===== src/rtl/hdmi_video_timing_gen_if.sv =====
// Frame-buffer read port between the timing generator and pixel memory.
// master: mem_rd/mem_addr out, mem_data in; slave: mirror of master.
interface hdmi_video_timing_gen_if #(
  parameter int ADDR_W = 19
);
  logic              mem_rd;
  logic [ADDR_W-1:0] mem_addr;
  logic [11:0]       mem_data;

  modport master (
    output mem_rd,
    output mem_addr,
    input  mem_data
  );

  modport slave (
    input  mem_rd,
    input  mem_addr,
    output mem_data
  );
endinterface


===== src/rtl/hdmi_video_timing_gen.sv =====
// HDMI/DVI raster timing generator with frame-buffer read port.
// Ports: clk, rst (async, active-high), frame_sync (re-lock pulse),
//   mem (read port: mem_rd, mem_addr, mem_data RGB444),
//   out_data (RGB888), out_hsync, out_vsync, out_de, frame_start,
//   dbg_h_cnt, dbg_v_cnt.
// Optional: define HDMI_TPG_EN to add tpg_sel and a colour-bar pattern.
module hdmi_video_timing_gen #(
  parameter int H_ACTIVE    = 640,
  parameter int H_FP        = 16,
  parameter int H_SYNC      = 96,
  parameter int H_BP        = 48,
  parameter int V_ACTIVE    = 480,
  parameter int V_FP        = 10,
  parameter int V_SYNC      = 2,
  parameter int V_BP        = 33,
  parameter int SYNC_POL    = 0,
  parameter int SCALE_SHIFT = 0,
  parameter int MEM_LAT     = 1,
  parameter int ADDR_W      = 19
) (
  input  logic        clk,
  input  logic        rst,
  input  logic        frame_sync,
`ifdef HDMI_TPG_EN
  input  logic        tpg_sel,
`endif
  hdmi_video_timing_gen_if.master mem,
  output logic [23:0] out_data,
  output logic        out_hsync,
  output logic        out_vsync,
  output logic        out_de,
  output logic        frame_start,
  output logic [15:0] dbg_h_cnt,
  output logic [15:0] dbg_v_cnt
);

  localparam int H_TOTAL = H_ACTIVE + H_FP + H_SYNC + H_BP;
  localparam int V_TOTAL = V_ACTIVE + V_FP + V_SYNC + V_BP;
  localparam int P       = MEM_LAT + 1;

  localparam logic [15:0] H_ACT = 16'(H_ACTIVE);
  localparam logic [15:0] V_ACT = 16'(V_ACTIVE);
  localparam logic [15:0] H_END = 16'(H_TOTAL - 1);
  localparam logic [15:0] V_END = 16'(V_TOTAL - 1);
  localparam logic [15:0] HS_B  = 16'(H_ACTIVE + H_FP);
  localparam logic [15:0] HS_E  = 16'(H_ACTIVE + H_FP + H_SYNC - 1);
  localparam logic [15:0] VS_B  = 16'(V_ACTIVE + V_FP);
  localparam logic [15:0] VS_E  = 16'(V_ACTIVE + V_FP + V_SYNC - 1);
  localparam logic [15:0] V_MSK = 16'((1 << SCALE_SHIFT) - 1);
  localparam logic        POL   = 1'(SYNC_POL);

  localparam logic [ADDR_W-1:0] ROW_STEP =
    ADDR_W'(H_ACTIVE >> SCALE_SHIFT);

  logic [15:0]       h_cnt;
  logic [15:0]       v_cnt;
  logic [ADDR_W-1:0] row_base;
  logic              h_wrap;
  logic              at_end;
  logic              relock;
  logic              act;
  logic              hs0;
  logic              vs0;
  logic [P-1:0]      de_pipe;
  logic [P-1:0]      hs_pipe;
  logic [P-1:0]      vs_pipe;
  logic              data_de;
  logic [23:0]       pix;
  logic [23:0]       mem_pix;

  assign h_wrap = (h_cnt == H_END);
  assign at_end = h_wrap && (v_cnt == V_END);
  // Already parked on the last pixel: let it wrap normally.
  assign relock = frame_sync && !at_end;

  always_ff @(posedge clk or posedge rst) begin
    if (rst) begin
      h_cnt <= '0;
      v_cnt <= '0;
    end else if (relock) begin
      h_cnt <= H_END;
      v_cnt <= V_END;
    end else if (h_wrap) begin
      h_cnt <= '0;
      v_cnt <= (v_cnt == V_END) ? '0 : v_cnt + 16'd1;
    end else begin
      h_cnt <= h_cnt + 16'd1;
    end
  end

  // Row base steps once per replicated group of lines.
  always_ff @(posedge clk or posedge rst) begin
    if (rst) begin
      row_base <= '0;
    end else if (relock || at_end) begin
      row_base <= '0;
    end else if (h_wrap && (v_cnt < V_ACT) &&
                 ((v_cnt & V_MSK) == V_MSK)) begin
      row_base <= row_base + ROW_STEP;
    end
  end

  // Stage-0 qualifiers are held off while rst is high.
  assign act = !rst && (h_cnt < H_ACT) && (v_cnt < V_ACT);
  assign hs0 = (h_cnt >= HS_B) && (h_cnt <= HS_E);
  assign vs0 = (v_cnt >= VS_B) && (v_cnt <= VS_E);
  assign frame_start = !rst && (h_cnt == '0) && (v_cnt == '0);

`ifdef HDMI_TPG_EN
  assign mem.mem_rd = act && !tpg_sel;
`else
  assign mem.mem_rd = act;
`endif
  assign mem.mem_addr = row_base + ADDR_W'(h_cnt >> SCALE_SHIFT);

  always_ff @(posedge clk or posedge rst) begin
    if (rst) begin
      de_pipe <= '0;
      hs_pipe <= '0;
      vs_pipe <= '0;
    end else begin
      de_pipe <= {de_pipe[P-2:0], act};
      hs_pipe <= {hs_pipe[P-2:0], hs0};
      vs_pipe <= {vs_pipe[P-2:0], vs0};
    end
  end

  // Qualifier for the cycle in which mem_data is valid.
  assign data_de = de_pipe[MEM_LAT-1];

  assign mem_pix = {mem.mem_data[11:8], mem.mem_data[11:8],
                    mem.mem_data[7:4],  mem.mem_data[7:4],
                    mem.mem_data[3:0],  mem.mem_data[3:0]};

`ifdef HDMI_TPG_EN
  localparam logic [15:0] BAR_W = 16'(H_ACTIVE / 8);

  logic [2:0]  bar_idx;
  logic [15:0] bar_px;
  logic [23:0] bar_rgb;

  always_ff @(posedge clk or posedge rst) begin
    if (rst) begin
      bar_idx <= '0;
      bar_px  <= '0;
    end else if (!data_de) begin
      bar_idx <= '0;
      bar_px  <= '0;
    end else if (bar_px == BAR_W - 16'd1) begin
      bar_idx <= bar_idx + 3'd1;
      bar_px  <= '0;
    end else begin
      bar_px  <= bar_px + 16'd1;
    end
  end

  always_comb begin
    bar_rgb = 24'h000000;
    unique case (bar_idx)
      3'd0: bar_rgb = 24'hFFFFFF;
      3'd1: bar_rgb = 24'hFFFF00;
      3'd2: bar_rgb = 24'h00FFFF;
      3'd3: bar_rgb = 24'h00FF00;
      3'd4: bar_rgb = 24'hFF00FF;
      3'd5: bar_rgb = 24'hFF0000;
      3'd6: bar_rgb = 24'h0000FF;
      3'd7: bar_rgb = 24'h000000;
    endcase
  end

  assign pix = tpg_sel ? bar_rgb : mem_pix;
`else
  assign pix = mem_pix;
`endif

  always_ff @(posedge clk or posedge rst) begin
    if (rst) begin
      out_data <= '0;
    end else begin
      out_data <= data_de ? pix : 24'h000000;
    end
  end

  assign out_de    = de_pipe[P-1];
  assign out_hsync = hs_pipe[P-1] ^ ~POL;
  assign out_vsync = vs_pipe[P-1] ^ ~POL;
  assign dbg_h_cnt = h_cnt;
  assign dbg_v_cnt = v_cnt;

endmodule


===== src/flat_wrapper.sv =====
// flat-port wrapper written by rule: the top's interface ports become plain ports
module hdmi_video_timing_gen_flat 
#(
  parameter int H_ACTIVE    = 640,
  parameter int H_FP        = 16,
  parameter int H_SYNC      = 96,
  parameter int H_BP        = 48,
  parameter int V_ACTIVE    = 480,
  parameter int V_FP        = 10,
  parameter int V_SYNC      = 2,
  parameter int V_BP        = 33,
  parameter int SYNC_POL    = 0,
  parameter int SCALE_SHIFT = 0,
  parameter int MEM_LAT     = 1,
  parameter int ADDR_W      = 19
)
  (clk, rst, frame_sync, out_data, out_hsync, out_vsync, out_de, frame_start, dbg_h_cnt, dbg_v_cnt, mem_mem_rd, mem_mem_addr, mem_mem_data);
  hdmi_video_timing_gen_if #(.ADDR_W(ADDR_W)) mem_i ();
  input  logic clk;
  input  logic rst;
  input  logic frame_sync;
  output logic [23:0] out_data;
  output logic out_hsync;
  output logic out_vsync;
  output logic out_de;
  output logic frame_start;
  output logic [15:0] dbg_h_cnt;
  output logic [15:0] dbg_v_cnt;
  output wire logic [$bits(mem_i.mem_rd)-1:0] mem_mem_rd;
  output wire logic [$bits(mem_i.mem_addr)-1:0] mem_mem_addr;
  input wire logic [$bits(mem_i.mem_data)-1:0] mem_mem_data;
  assign mem_mem_rd = mem_i.mem_rd;
  assign mem_mem_addr = mem_i.mem_addr;
  assign mem_i.mem_data = mem_mem_data;
  hdmi_video_timing_gen #(.H_ACTIVE(H_ACTIVE), .H_FP(H_FP), .H_SYNC(H_SYNC), .H_BP(H_BP), .V_ACTIVE(V_ACTIVE), .V_FP(V_FP), .V_SYNC(V_SYNC), .V_BP(V_BP), .SYNC_POL(SYNC_POL), .SCALE_SHIFT(SCALE_SHIFT), .MEM_LAT(MEM_LAT), .ADDR_W(ADDR_W)) u_core (.clk(clk), .rst(rst), .frame_sync(frame_sync), .mem(mem_i), .out_data(out_data), .out_hsync(out_hsync), .out_vsync(out_vsync), .out_de(out_de), .frame_start(frame_start), .dbg_h_cnt(dbg_h_cnt), .dbg_v_cnt(dbg_v_cnt));
endmodule

===== config.mk =====
export PLATFORM = sky130hd
export DESIGN_NAME = hdmi_video_timing_gen_flat
export DESIGN_NICKNAME = d
export VERILOG_FILES = /design/src/rtl/hdmi_video_timing_gen_if.sv /design/src/rtl/hdmi_video_timing_gen.sv /design/src/flat_wrapper.sv
export SDC_FILE = /design/constraint.sdc
export NUM_CORES = 1
export LEC_CHECK = 0
export BUFFER_PORTS_ARGS = -buffer_cell sky130_fd_sc_hd__buf_2
export CAP_MARGIN = 30
export CORE_AREA = 4 4 101 103
export CTS_BUF_LIST = sky130_fd_sc_hd__clkbuf_4 sky130_fd_sc_hd__clkbuf_8
export DETAILED_ROUTE_END_ITERATION = 6
export DIE_AREA = 0 0 105 107
export GPL_ROUTABILITY_DRIVEN = 0
export PLACE_DENSITY = 0.67
export SYNTH_ARGS = -nofsm -noshare
export SYNTH_HDL_FRONTEND = slang
export SYNTH_SLANG_ARGS = --single-unit

===== constraint.sdc =====
create_clock -name clk -period 3 [get_ports clk]
set_input_delay 0 -clock clk [delete_from_list [all_inputs] [get_ports clk]]
set_output_delay 0 -clock clk [all_outputs]
set_load 0.005 [all_outputs]

After elaboration in Yosys (flattened, before gate mapping)
Index checks and enable logic that the tools add are counted.
Widths: inputs -> output; s select.
- register bits after elaboration: 81
- input port bits: 15
- logic and storage cells: 45
- add/subtract/negate cells: 4
- magnitude comparators: 6
- eq/ne operators: 2
- mux-type cells: 8
- bitwise logic cells: 2
- reduce and logical (&&, ||, !) cells: 16
- operators with widths (kind ; count):
    $mux 16 ; 5
    $mux 19 ; 2
    $add 16x1->16 const B ; 2
    $eq 16x10->1 const B ; 2
    $logic_not 16->1 ; 2
    $mux 24 ; 1
    $add 19x10->19 const B ; 1
    $add 19x16->19 ; 1
    $ge 16x10->1 const B ; 1
    $ge 16x9->1 const B ; 1
    $le 16x10->1 const B ; 1
    $le 16x9->1 const B ; 1
    $lt 16x10->1 const B ; 1
    $lt 16x9->1 const B ; 1
    $logic_and 1x1->1 ; 9
    $reduce_bool 2->1 ; 2
    $logic_not 1->1 ; 2
    $not 1->1 ; 2
    $logic_or 1x1->1 ; 1

Depth between registers and ports, before layout
- depth after elaboration: 6
- mapped depth: 8

Worst setup path after synthesis
Ideal clock, no wire load.
- path type: register to register
- start: reg u_core.h_cnt[0], in the netlist u_core.dbg_h_cnt[0]
- end: reg u_core.row_base[11]
- data arrival time: 2194 ps
- required time: 2927 ps
- setup slack: 733 ps
- cell stages (with the launch flop): 8
- buffers on the path: 1
- clock period less this slack: 2267 ps
- path through: dfrtp_1 ha_1 and4_1 buf_2 nand2_2 or4_4 or4_4 a21oi_2
- longest elaborated chain between the ends: 6
- elaborated cells between the ends (all ways): 8
- those cells by class: 1 x eq/ne; 1 x mux; 6 x reduce/logical
- ends and longest elaborated chain (what ; RTL line ; RTL):
    from (decl) ; hdmi_video_timing_gen.sv:55 ; logic [15:0] h_cnt;
    from (signal assigned) ; hdmi_video_timing_gen.sv:87 ; h_cnt <= h_cnt + 16'd1;
    $eq 16x10->1 (*) ; hdmi_video_timing_gen.sv:71 ; assign h_wrap = (h_cnt == H_END);
    $logic_and 1x1->1 ; hdmi_video_timing_gen.sv:72 ; assign at_end = h_wrap && (v_cnt == V_END);
    $logic_not 1->1 ; hdmi_video_timing_gen.sv:74 ; assign relock = frame_sync && !at_end;
    $logic_and 1x1->1 ; hdmi_video_timing_gen.sv:74 ;
    $logic_or 1x1->1 ; hdmi_video_timing_gen.sv:95 ; end else if (relock || at_end) begin
    $mux 19 or $reduce_bool 2->1 (tied branches) ; n/a ;
    to (signal assigned) ; hdmi_video_timing_gen.sv:99 ; row_base <= row_base + ROW_STEP;
    to (decl) ; hdmi_video_timing_gen.sv:57 ; logic [ADDR_W-1:0] row_base;
Every way passes the cells marked *; elsewhere a longest branch is shown, timed or not.
A chain may end at the register's enable or synchronous reset.

Final worst setup path
- start: reg u_core.h_cnt[7], in the netlist u_core.dbg_h_cnt[7]
- end: out mem_mem_addr[17]
- longest elaborated chain between the ends: 1
- ends and longest elaborated chain (what ; RTL line ; RTL):
    $add 19x16->19 ; hdmi_video_timing_gen.sv:114 ; assign mem.mem_addr = row_base + ADDR_W'(h_cnt >> SCALE_SHIFT);
    to (decl) ; flat_wrapper.sv:30 ; output wire logic [$bits(mem_i.mem_addr)-1:0] mem_mem_addr;
No other way between the ends.

==> run_results.csv <==
group,metric,value,unit
yosys,yosys_warnings,0,
run,drv_cap,0,
yosys,ys_ff_latch,62,
clocking,post_cts_resized,0,
finish,drive_above_1_share,28.09,%
timing,hold_viol,0,
finish,area_growth,22.10,%
worst_setup_path,end_kind,"output port",
timing,post-route-period-util,84.76,%
global_route,antenna_found_initial,0,
floorplan,core_area,9196,sq um
global_route,first_global_vias,3037,
finish,final_area,4431,sq um
floorplan,start_util,39.46,%
clocking,clk_pin_slew,0.07,ns
timing,maxSlewHeadroom,49.77,%
clocking,clk_path_buf_depth,2,
floorplan,fp.dieW,105,um
power_and_ir_drop,p_sw_share,36.38,%
power_and_ir_drop,switching_power,1.037,mW
yosys,async_flop_share,100.0,%
yosys,synth_edf_count,0,
global_route,grt_pass1_wl,15500,um
worst_setup_path,rrSetupSlack,0.48,ns
floorplan,die_y,107,um
floorplan,die_area,11240,sq um
run_status,status,"completed",
routing,viasPerCell,5.417,
worst_setup_path,critPathRequiredTime,3.00,ns
routing,route.met3.wl,490,um
placement,io_buffers,94,
routing,remaining_drc_errors,0,
finish,final_nets,502,
timing,setup_violations,0,
routing,drt_wl_total,9146,um
yosys,synth_most_common_cell,"dfrtp_1",
global_route,grtUsageTotal,17.08,%
yosys,syn-mean-instance-area,9.474,sq um
worst_setup_path,critPathMaxFanout,11,
yosys,synthTopCellsByCount,"dfrtp_1, nor2_1, nand2_1",
power_and_ir_drop,power_frac_seq,38.7,%
floorplan,ios,95,
routing,first_pass_iters,4,
power_and_ir_drop,power.total,2.850,mW
placement,place_ws,0.5028,ns
yosys,syn_area,3628,sq um
timing,setup_slack,0.4572,ns
timing,worst_slew_pin_slew,0.7524,ns
power_and_ir_drop,power.internal,1.813,mW
clocking,clk_latency,0.34,ns
clocking,cts_tree,"built",
global_route,grt_max_degree,36,
routing,final_antenna_net_count,0,
worst_setup_path,crit_arrival,2.54,ns
worst_setup_path,critPathKind,"flip-flop to output port",
timing,finalClockSkew,0.007003,ns
yosys,syn_nets,413,
clocking,h-tree-depth,3,
routing,wl_met1,4167,um
timing,timing.hold.ws,0.3529,ns
yosys,synthDominantCellAreaShare,42.76,%
routing,vias,3185,
hold_path,worstHoldPathType,"flip-flop to flip-flop",
power_and_ir_drop,power.leakage,2.118,nW
clocking,numCtsBuffers,9,
power_and_ir_drop,peakVddDrop,273.9,uV
worst_setup_path,start_kind,"flip-flop",
routing,wl_met2,4458,um
placement,dpl.hpwl,6803,um
yosys,synth_flop_cell,"dfrtp_1",
floorplan,rows,35,
timing,period_minus_slack,2.543,ns
routing,highest_layer,"met4",
global_route,gr-total-overflow,0,
routing,wl_per_cell,15.55,um
timing,fmax,393.3,MHz
routing,drt-initial-drc-count,128,
yosys,netlist_top_cells_area,"dfrtp_1, ha_1, nor2_1, xnor2_1, nand2_1",
timing,rsz0062_at_grt,"no",
yosys,yosysTopAreaCell,"dfrtp_1",
timing,final-max-slew-violation-count,0,
timing,fin_setup_tns,0,ns
yosys,syn-instance-count,383,
clocking,root_buffer,"clkbuf_8",
clocking,clock-sinks,62,
yosys,ys_types,56,
power_and_ir_drop,power_frac_comb,32.7,%
power_and_ir_drop,p_clk_share,28.6,%
yosys,ys_seq_area_share,42.76,%
finish,diodes,0,
placement,placed_area,4068,sq um
power_and_ir_drop,powerDensity,643.3,nW/um^2
stage by stage:
stage / util (%) / std cells
after floorplan: - / 383
after global placement: 44.23 / 558
after detailed placement: 44.23 / 558
after CTS: 48.18 / 588
after global routing: 48.18 / 588
final: 48.18 / 588
worst max-delay path: stages, from the launching register on:
cell	delay (ns)
dfrtp_1	0.62
ha_1	0.29
a211oi_1	0.12
o21a_1	0.24
o32ai_1	0.50
o21ai_0	0.17
xnor2_1	0.14
buf_2	0.12
area by class of cell:
type / instances / area [sq um]
Tap cell: 111 / 138.9
Clock inverter: 6 / 85.08
Fill cell: 877 / 4766
Timing Repair Buffer: 115 / 663.1
Sequential cell: 62 / 1551
Inverter: 10 / 37.54
Clock buffer: 10 / 137.6
Multi-Input combinational cell: 274 / 1817
final timing paths:
| check | startpoint | end | cells past startpoint |
|---|---|---|---|
| max | u_core.dbg_h_cnt[7]$_DFF_PP0_ | mem_mem_addr[17] | 7 |
| min | u_core.hs_pipe[0]$_DFF_PP0_ | u_core.hs_pipe[1]$_DFF_PP0_ | 0 |
| max reg2reg | u_core.dbg_v_cnt[11]$_DFFE_PP0P_ | u_core.row_base[17]$_DFFE_PP0P_ | 5 |
| min reg2reg | u_core.hs_pipe[0]$_DFF_PP0_ | u_core.hs_pipe[1]$_DFF_PP0_ | 0 |
| max in group asynchronous | rst | u_core.de_pipe[1]$_DFF_PP0_ | 4 |
| min in group asynchronous | rst | u_core.row_base[10]$_DFFE_PP0P_ | 3 |
power groups by stage:
stage / combinational, mW / sequential [mW] / clock, mW
4_1_cts: 0.941 / 1.10 / 0.837
3_5_place_dp: 0.921 / 1.12 / 0
3_3_place_gp: 0.918 / 1.11 / 0
5_1_grt: 1.04 / 1.12 / 0.876
6_report: 0.931 / 1.10 / 0.816
2_1_floorplan: 0.679 / 1.05 / 0
state kept, by name (all words and copies together), names as in the netlist:
name              cells
u_core.row_base      12
u_core.dbg_h_cnt     16
u_core.vs_pipe        2
u_core.out_data      12
u_core.dbg_v_cnt     16
u_core.hs_pipe        2
u_core.de_pipe        2
cells by family (layout without fill, tap and decap cells):
| kind of cell | Yosys count | count (layout) | share of synthesized area (%) |
|---|---|---|---|
| and+or+nand+nor | 162 | 162 | 25.10 |
| DFF | 62 | 62 | 42.76 |
| buffers and inverters | 47 | 141 | 7.172 |
| xor gates and xnor gates | 27 | 27 | 6.517 |
| AOI/OAI and AO/OA | 68 | 68 | 12.69 |
| muxes | 2 | 2 | 0.5862 |
| adders and majority gates | 15 | 15 | 5.172 |
per-layer routing:
layer / track usage (%) / vias to the layer above
met4: 4.217 / 0
met1: 22.53 / 1546
li1: - / 1536
met5: 0 / -
met3: 4.395 / 2
met2: 28.09 / 101
cell usage in the layout (no fill, tap or decap), drive strengths merged, types with 3 or more instances in the layout:
cell / instances
dlygate4sd3: 14
or3: 3
nor3: 6
inv: 10
dfrtp: 62
or4: 11
a21oi: 16
xnor2: 14
o2bb2a: 6
clkbuf: 10
nor4: 9
buf: 101
nand4: 12
and4: 6
nor2: 37
a22o: 3
ha: 15
xor2: 13
and2: 14
o31ai: 14
nand2: 33
o21ai: 14
and3: 6
nand2b: 3
nand3: 13
what timing repair did:
item	CTS	global route
hold endpoints to repair	46	0
hold buffers	14	0
buffers inserted	0	0
No activity file was read; power rests on OpenSTA's default activity.
